[config.mk]
export PLATFORM = sky130hd
export DESIGN_NAME = qpsk_bit_splitter_flat
export DESIGN_NICKNAME = d
export VERILOG_FILES = /design/src/rtl/qpsk_bit_splitter_if.sv /design/src/rtl/qpsk_bit_splitter.sv /design/src/flat_wrapper.sv
export SDC_FILE = /design/constraint.sdc
export NUM_CORES = 1
export LEC_CHECK = 0
export CAP_MARGIN = 10
export CORE_AREA = 2 2 39 41
export CTS_CLUSTER_DIAMETER = 80
export DETAILED_ROUTE_END_ITERATION = 10
export DIE_AREA = 0 0 41 43
export GPL_TIMING_DRIVEN = 1
export MAX_ROUTING_LAYER = met4
export PLACE_DENSITY_LB_ADDON = 0.12
export SLEW_MARGIN = 20
export SYNTH_ARGS = -nofsm -noshare
export SYNTH_HDL_FRONTEND = slang
export SYNTH_SLANG_ARGS = --single-unit
[constraint.sdc]
create_clock -name clk -period 1.7 [get_ports clk]
set_input_delay 0.34 -clock clk [delete_from_list [all_inputs] [get_ports clk]]
set_output_delay 0.34 -clock clk [all_outputs]
set_load 0.1 [all_outputs]
[src/rtl/qpsk_bit_splitter_if.sv]
// Serial bit input and held dibit output bundle of the QPSK bit splitter.
// master drives the bitstream and watches the levels; slave is the splitter.
interface qpsk_bit_splitter_if;
    logic din;
    logic din_valid;
    logic din_ready;
    logic e;
    logic o;
    logic sym_strobe;
    logic underrun;

    modport master (
        output din,
        output din_valid,
        input  din_ready,
        input  e,
        input  o,
        input  sym_strobe,
        input  underrun
    );

    modport slave (
        input  din,
        input  din_valid,
        output din_ready,
        output e,
        output o,
        output sym_strobe,
        output underrun
    );
endinterface

[src/rtl/qpsk_bit_splitter.sv]
// Groups a serial bitstream into dibits and presents them as E/O levels held for SYM_LEN clocks.
// Latency 1..SYM_LEN clocks; din_ready drops while a pair waits; optional OQPSK_OFFSET_EN delays O by half a symbol.
module qpsk_bit_splitter #(
    parameter int SYM_LEN   = 100,
    parameter bit BIT_ORDER = 1'b0
) (
    input  logic               clk,
    input  logic               rst_n,
    qpsk_bit_splitter_if.slave bus
);

    localparam int            CW   = $clog2(SYM_LEN);
    localparam logic [CW-1:0] LAST = CW'(SYM_LEN - 1);
`ifdef OQPSK_OFFSET_EN
    localparam logic [CW-1:0] MID  = CW'(SYM_LEN / 2 - 1);
`endif

    typedef enum logic [1:0] {
        EMPTY = 2'd0,
        HALF  = 2'd1,
        FULL  = 2'd2
    } state_t;

    state_t        state;
    logic [CW-1:0] cnt;
    logic          bit_a;
    logic          bit_b;
    logic          boundary;
    logic          xfer;
    logic          even_bit;
    logic          odd_bit;
`ifdef OQPSK_OFFSET_EN
    logic          o_shadow;
`endif

    assign boundary      = (cnt == LAST);
    assign bus.din_ready = (state != FULL);
    assign xfer          = bus.din_valid && bus.din_ready;
    assign even_bit      = BIT_ORDER ? bit_b : bit_a;
    assign odd_bit       = BIT_ORDER ? bit_a : bit_b;

    always_ff @(posedge clk) begin
        if (!rst_n) begin
            cnt            <= '0;
            state          <= EMPTY;
            bit_a          <= 1'b0;
            bit_b          <= 1'b0;
            bus.e          <= 1'b0;
            bus.o          <= 1'b0;
            bus.sym_strobe <= 1'b0;
            bus.underrun   <= 1'b0;
`ifdef OQPSK_OFFSET_EN
            o_shadow       <= 1'b0;
`endif
        end else begin
            cnt            <= boundary ? '0 : cnt + 1'b1;
            bus.sym_strobe <= 1'b0;
            bus.underrun   <= 1'b0;

            // ready is low while FULL, so no transfer can collide with the load
            if (boundary && state == FULL) begin
                bus.e          <= even_bit;
`ifdef OQPSK_OFFSET_EN
                o_shadow       <= odd_bit;
`else
                bus.o          <= odd_bit;
`endif
                state          <= EMPTY;
                bus.sym_strobe <= 1'b1;
            end else begin
                if (boundary) begin
                    bus.underrun <= 1'b1;
                end
                if (xfer) begin
                    case (state)
                        EMPTY: begin
                            bit_a <= bus.din;
                            state <= HALF;
                        end
                        HALF: begin
                            bit_b <= bus.din;
                            state <= FULL;
                        end
                        default: begin
                        end
                    endcase
                end
            end

`ifdef OQPSK_OFFSET_EN
            // shadow is untouched on underrun, so O simply reloads its old value
            if (cnt == MID) begin
                bus.o <= o_shadow;
            end
`endif
        end
    end

endmodule

[src/flat_wrapper.sv]
// flat-port wrapper written by rule: the top's interface ports become plain ports
module qpsk_bit_splitter_flat 
#(
    parameter int SYM_LEN   = 100,
    parameter bit BIT_ORDER = 1'b0
)
  (clk, rst_n, bus_din, bus_din_valid, bus_din_ready, bus_e, bus_o, bus_sym_strobe, bus_underrun);
  qpsk_bit_splitter_if bus_i ();
  input  logic clk;
  input  logic rst_n;
  input wire logic [$bits(bus_i.din)-1:0] bus_din;
  input wire logic [$bits(bus_i.din_valid)-1:0] bus_din_valid;
  output wire logic [$bits(bus_i.din_ready)-1:0] bus_din_ready;
  output wire logic [$bits(bus_i.e)-1:0] bus_e;
  output wire logic [$bits(bus_i.o)-1:0] bus_o;
  output wire logic [$bits(bus_i.sym_strobe)-1:0] bus_sym_strobe;
  output wire logic [$bits(bus_i.underrun)-1:0] bus_underrun;
  assign bus_i.din = bus_din;
  assign bus_i.din_valid = bus_din_valid;
  assign bus_din_ready = bus_i.din_ready;
  assign bus_e = bus_i.e;
  assign bus_o = bus_i.o;
  assign bus_sym_strobe = bus_i.sym_strobe;
  assign bus_underrun = bus_i.underrun;
  qpsk_bit_splitter #(.SYM_LEN(SYM_LEN), .BIT_ORDER(BIT_ORDER)) u_core (.clk(clk), .rst_n(rst_n), .bus(bus_i));
endmodule
==> run summary, run 1 <==
Cts bufs inserted: 3
Global-route wire length before repair: 1880 um
Placed cell count: 87
Starting Density: 0.433
Worst Path Arrival: 1.21 ns
Clk slew on worst S/H paths: 0.09 ns
Share of layout cells above drive strength 1: 0.160
Port bufs: 8
Tot GR Track Use: 0.163
Tightest Pin Transition: 0.284 ns
Non-Filler Instances: 91
Top cells by area, synth: dfxtp_1, mux2i_1, nor2_1
Total gr overflow: 0
Vias in the first global route: 481
Clock Tree Root: clkbuf_4
Pin count of the biggest net entering global routing: 9
CTS max path bufs: 2
Reg-to-Reg End: u_core.bus.o
Most frequent cells in the layout: dfxtp_1, nor2_1, nand2_1
Syn Nets: 67
Reg2reg setup slack: 0.27 ns
CP startpoint kind: register
Sequential fraction of the synthesis area: 0.501
Starting DRT DRC Count: 5
Post-CTS Setup Inserts: 0
Routed wire length: 951 um
Synth Area per Inst: 9.67 um2
Clock sinks: 15
ANT nets after route: 0
Max Cap Viol: 0
FF-to-FF Start: u_core.cnt[4]
Max Slew Vio Count: 0
Hold wc startpoint: u_core.cnt[0]
YS warnings: 0
Slew headroom: 0.811
Post-synth top area share: 0.501
Via density per instance: 4.92
Leading area contributor after synthesis: dfxtp_1
Min-Delay Endpoint: u_core.cnt[0]
Synth Instances: 62
Synth unique cells: 21
Setup Viol. Count Final: 0
Fin crit share: 0.913
Initial antenna violation count: 0
NumNets Final: 81
Post-DP HPWL: 724 um
Clock skew: 0.00642 ns
Hold Path Stages: 1
Hold buffer count at CTS: 0
Row count: 14
Layout area overhead: 30.7%
Worst VDD drop: 0.490 mV
Via count: 448
Reg2reg path depth: 3
Residual DRC: 0
CTS tree: yes
Fin. Hold Viols: 0
Post-cts sizing count: 0
CP Class: reg -> out
Data required time at the worst endpoint: 1.36 ns
Die W: 41 um
Pre-antenna DRT Iters: 4
Cell area after synthesis: 599 um2
Leak pwr: 0.000304 uW
RSZ-0062 raised after global routing: no
# diodes: 0
Maximum fanout along the worst path: 5
Status: complete, no violations
Worst setup EP type: output pin
Most common cell after layout, fill and taps aside: dfxtp_1
Hold Path Class: reg -> reg
DR WL/cell: 10.5 um
DIE AREA: 1760 um2
I/O pins: 9
Max Freq: 644 MHz
Post-layout min period: 1.55 ns
Clock latency on the worst-skew pair: 0.28 ns
Core region area: 1380 um2
Die Ht: 43 um
Flops & latches, synth: 15
P per Cell Area: 842 nW/um2
Setup total negative slack: 0 ns
RePlAce Congestion: 0.715
H-tree Lvls: 1
kinds of logic after synthesis:
| logic type | Yosys count | synth area share |
|---|---|---|
| and+or+nand+nor | 28 | 0.255 |
| buffers and inverters | 2 | 0.0125 |
| adders and majority gates | 1 | 0.0209 |
| AOI/OAI and AO/OA | 8 | 0.0856 |
| muxes | 4 | 0.0668 |
| DFF | 15 | 0.501 |
| xor gates and xnor gates | 4 | 0.0585 |
synth_stat cells:
cell type,n
dfxtp_1,15
nor2_1,9
nand2_1,7
mux2i_1,4
o21ai_0,4
a21oi_1,3
inv_1,2
nand3_1,2
or3_1,2
xnor2_1,2
xor2_1,2
and3_1,1
ha_1,1
nand2b_1,1
nand3b_1,1
nor2b_1,1
nor3_4,1
nor3b_1,1
nor4_1,1
o21ai_4,1
or4b_4,1
layout make-up:
type	instances	area (um2)
fillers	123	601
flip-flops and latches	15	300
multi-input cells	45	292
repair buffers	9	138
clock buffers	4	26.3
well taps	16	20.0
inverters	2	7.51
report_power, final:
part           switching [uW]  internal (uW)
Sequential               14.2            366
Clock                     105           90.9
Combinational            44.9           37.7
Total                     164            495
stage by stage:
step | cell area (um2) | utilization | hold slack [ns] | power (uW) | setup slack [ns]
final | 783 | 0.566 | 0.452 | 659 | 0.148
after global routing | 783 | 0.566 | 0.509 | 700 | 0.0682
after CTS | 783 | 0.566 | 0.454 | 674 | 0.132
after detailed placement | 757 | 0.547 | 0.436 | 472 | 0.212
after global placement | 757 | 0.547 | 0.427 | 470 | 0.231
after floorplan | 599 | - | 0.418 | 440 | 0.00233
per-layer routing:
layer / track usage / share of wire / vias to the layer above
li1: - / - / 240
met4: 0.100 / 0.0084 / 0
met5: - / 0 / -
met2: 0.225 / 0.46 / 6
met3: 0.0314 / 0.039 / 2
met1: 0.211 / 0.49 / 200
state kept, by name (all words and copies together) (netlist names):
| signal | cells |
|---|---|
| u_core.bit_a | 1 |
| u_core.bit_b | 1 |
| u_core.bus.e | 1 |
| u_core.bus.o | 1 |
| u_core.bus.sym_strobe | 1 |
| u_core.bus.underrun | 1 |
| u_core.cnt | 7 |
| u_core.state | 2 |
critical path, stage by stage, from the launching register on:
cell,delay [ns]
dfxtp_1,0.42
nand2b_1,0.30
buf_12,0.22
worst max-delay path by stage:
stage | slack, ns | start | end
floorplan | 0.002 | u_core.state[0] | u_core.bus.e
global placement | 0.23 | bus_din_valid | u_core.bit_a
detailed placement | 0.21 | bus_din_valid | u_core.bit_a
CTS | 0.13 | u_core.state[0] | bus_din_ready
global route | 0.07 | u_core.state[0] | bus_din_ready
finish | 0.15 | u_core.state[0] | bus_din_ready
No activity file was read; power rests on OpenSTA's default activity.
==> run 2: changes to the inputs <==
--- a/config.mk
+++ b/config.mk
@@ -6,10 +6,10 @@
 export NUM_CORES = 1
 export LEC_CHECK = 0
 export CAP_MARGIN = 10
-export CORE_AREA = 2 2 39 41
+export CORE_AREA = 10 10 47 49
 export CTS_CLUSTER_DIAMETER = 80
 export DETAILED_ROUTE_END_ITERATION = 10
-export DIE_AREA = 0 0 41 43
+export DIE_AREA = 0 0 57 59
 export GPL_TIMING_DRIVEN = 1
 export MAX_ROUTING_LAYER = met4
 export PLACE_DENSITY_LB_ADDON = 0.12
==> constraint.sdc (replaced) <==
create_clock -name clk -period 1.6 [get_ports clk]
set_input_delay 0.32 -clock clk [delete_from_list [all_inputs] [get_ports clk]]
set_output_delay 0.32 -clock clk [all_outputs]
set_load 0.1 [all_outputs]
==> run summary, run 2 (synthesized netlist as in run 1, its figures left out) <==
Status: complete, no violations
Max Cap Viol: 0 (unchanged)
Global-route wire length before repair: 1820 um (-3.3%)
Leak pwr: 0.000307 uW (+1.0%)
Fin. Hold Viols: 0 (unchanged)
Setup ws final: 0.147 ns (-0.000723 ns)
Switch Pwr: 192 uW (+17%)
Clock skew: 0.00689 ns (+0.000471 ns)
Reg-to-Reg End: u_core.bus.e
Biggest regs: u_core.cnt x7, u_core.state x2
Tightest Pin Transition: 0.266 ns (-0.0179 ns)
Number of flip-flops in the largest register: 7 (unchanged)
Share of layout cells above drive strength 1: 0.187 (+0.0267)
Fin util: 0.562 (-0.00440)
Setup total negative slack: 0 ns (unchanged)
Largest Register: u_core.cnt
Filler Cell Count: 140 (+14%)
Post-CTS Setup Inserts: 0 (unchanged)
Starting DRT DRC Count: 5 (unchanged)
Layout area overhead: 31.3%
Crit. Startpoint: u_core.cnt[4]
Via count: 458 (+2.2%)
Worst Path Arrival: 1.67 ns (+0.46 ns)
CP Class: reg -> reg
P_int: 524 uW (+5.8%)
Most common cell after layout, fill and taps aside: dfxtp_1
Slew headroom: 0.822 (+0.0115)
Worst VDD drop: 0.553 mV (+13%)
Residual DRC: 0 (unchanged)
Die W: 57 um (+39%)
Switching Share: 0.268 (+0.0189)
Total gr overflow: 0 (unchanged)
Setup Viol. Count Final: 0 (unchanged)
P per Cell Area: 909 nW/um2 (+8.0%)
Register share of total power: 0.565 (-0.012)
Die Ht: 59 um (+37%)
Clock latency on the worst-skew pair: 0.29 ns (about the same)
ANT nets after route: 0 (unchanged)
H-tree Lvls: 1 (unchanged)
NumNets Final: 81 (unchanged)
Post-layout min period: 1.45 ns
Tot Pwr: 716 uW (+8.6%)
Via density per instance: 5.03 (+2.2%)
Max Slew Vio Count: 0 (unchanged)
Port bufs: 8 (unchanged)
Logic pwr share: 0.125 (about the same)
Row count: 14 (unchanged)
DIE AREA: 3360 um2 (+91%)
RePlAce Congestion: 0.676 (-5.5%)
Data required time at the worst endpoint: 1.82 ns (+0.46 ns)
Clock power share: 0.310 (+0.013)
Clock Tree Root: clkbuf_4
Worst Setup EP: u_core.bus.e
Pre-antenna DRT Iters: 2 (-2)
Post-DP HPWL: 804 um (+11%)
CP startpoint kind: register
Post-placement setup slack: 0.131 ns (-0.0801 ns)
I/O pins: 9 (unchanged)
Starting Density: 0.428 (-0.00541)
Worst setup EP type: register
Cts bufs inserted: 3 (unchanged)
Reg2reg setup slack: 0.15 ns (-0.12 ns)
Vias in the first global route: 423 (-12%)
Max Freq: 688 MHz
Initial antenna violation count: 0 (unchanged)
Post-cts sizing count: 0 (unchanged)
Hold buffer count at CTS: 0 (unchanged)
Tot GR Track Use: 0.0705 (-0.0924)
CTS tree: yes
CTS max path bufs: 2 (unchanged)
Clk slew on worst S/H paths: 0.10 ns (about the same)
Hold Path Class: reg -> reg
FF-to-FF Start: u_core.cnt[4]
Clock sinks: 15 (unchanged)
Most frequent cells in the layout: dfxtp_1, nor2_1, nand2_1
# diodes: 0 (unchanged)
Fin crit share: 0.908
Routed wire length: 1050 um (+10%)
Maximum fanout along the worst path: 5 (unchanged)
Reg2reg path depth: 3 (unchanged)
Core region area: 1400 um2 (+1.3%)
Pin count of the biggest net entering global routing: 10 (+1)
DR WL/cell: 11.5 um (+10%)
RSZ-0062 raised after global routing: no
run 2: cell count changes in the layout (fill, tap and decap cells not counted), sizes merged:
cell,change
clkbuf,-1
clkinv,+1
run 2: power groups by stage:
stage	Sequential, uW	Combinational, uW	Clock (uW)
4_1_cts	404	90.5	231
6_report	404	89.3	222
3_5_place_dp	413	89.9	0
3_3_place_gp	413	88.3	0
5_1_grt	407	96.4	242
2_1_floorplan	410	59.9	0
run 2: area by class of cell:
type	instances	area, um2	area share
Clock inverter	1	5.00	0.00636
Multi-Input combinational cell	45	294	0.374
Tap cell	16	20.0	0.0254
Sequential cell	15	300	0.382
Timing Repair Buffer	9	138	0.175
Clock buffer	3	22.5	0.0286
Inverter	2	7.51	0.00954
run 2: worst min-delay path by stage:
stage                  startpoint             to  depth (start not counted)
finish              u_core.cnt[0]  u_core.cnt[0]                          1
global route        u_core.cnt[0]  u_core.cnt[0]                          1
CTS                 u_core.cnt[0]  u_core.cnt[0]                          1
detailed placement  u_core.cnt[0]  u_core.cnt[0]                          1
global placement    u_core.cnt[0]  u_core.cnt[0]                          1
floorplan           u_core.cnt[0]  u_core.cnt[0]                          1
run 2: critical path, cell delays in order, from the launching register on:
cell and delay [ns]:
dfxtp_1 0.36, or4b_4 0.61, nor3_4 0.22, mux2i_1 0.20
run 2: through the flow:
stage	cells	hold slack, ns	area, um2
2_1_floorplan	62	0.418	602
3_3_place_gp	87	0.439	759
3_5_place_dp	87	0.445	759
4_1_cts	91	0.459	787
5_1_grt	91	0.479	787
6_report	91	0.461	787
run 2: metal layers:
| layer | vias up | track usage | part of all wire |
|---|---|---|---|
| met5 | - | - | 0 |
| met4 | 0 | 0.0705 | 0.032 |
| met3 | 4 | 0.0215 | 0.039 |
| met2 | 7 | 0.0930 | 0.42 |
| met1 | 209 | 0.0804 | 0.51 |
| li1 | 238 | - | - |
==> run 3: changes to the inputs <==
--- a/config.mk
+++ b/config.mk
@@ -10,7 +10,6 @@
 export CTS_CLUSTER_DIAMETER = 80
 export DETAILED_ROUTE_END_ITERATION = 10
 export DIE_AREA = 0 0 57 59
-export GPL_TIMING_DRIVEN = 1
 export MAX_ROUTING_LAYER = met4
 export PLACE_DENSITY_LB_ADDON = 0.12
 export SLEW_MARGIN = 20
==> results of run 3 <==
No change in the layout: final DEF, timing and power equal those of run 2.
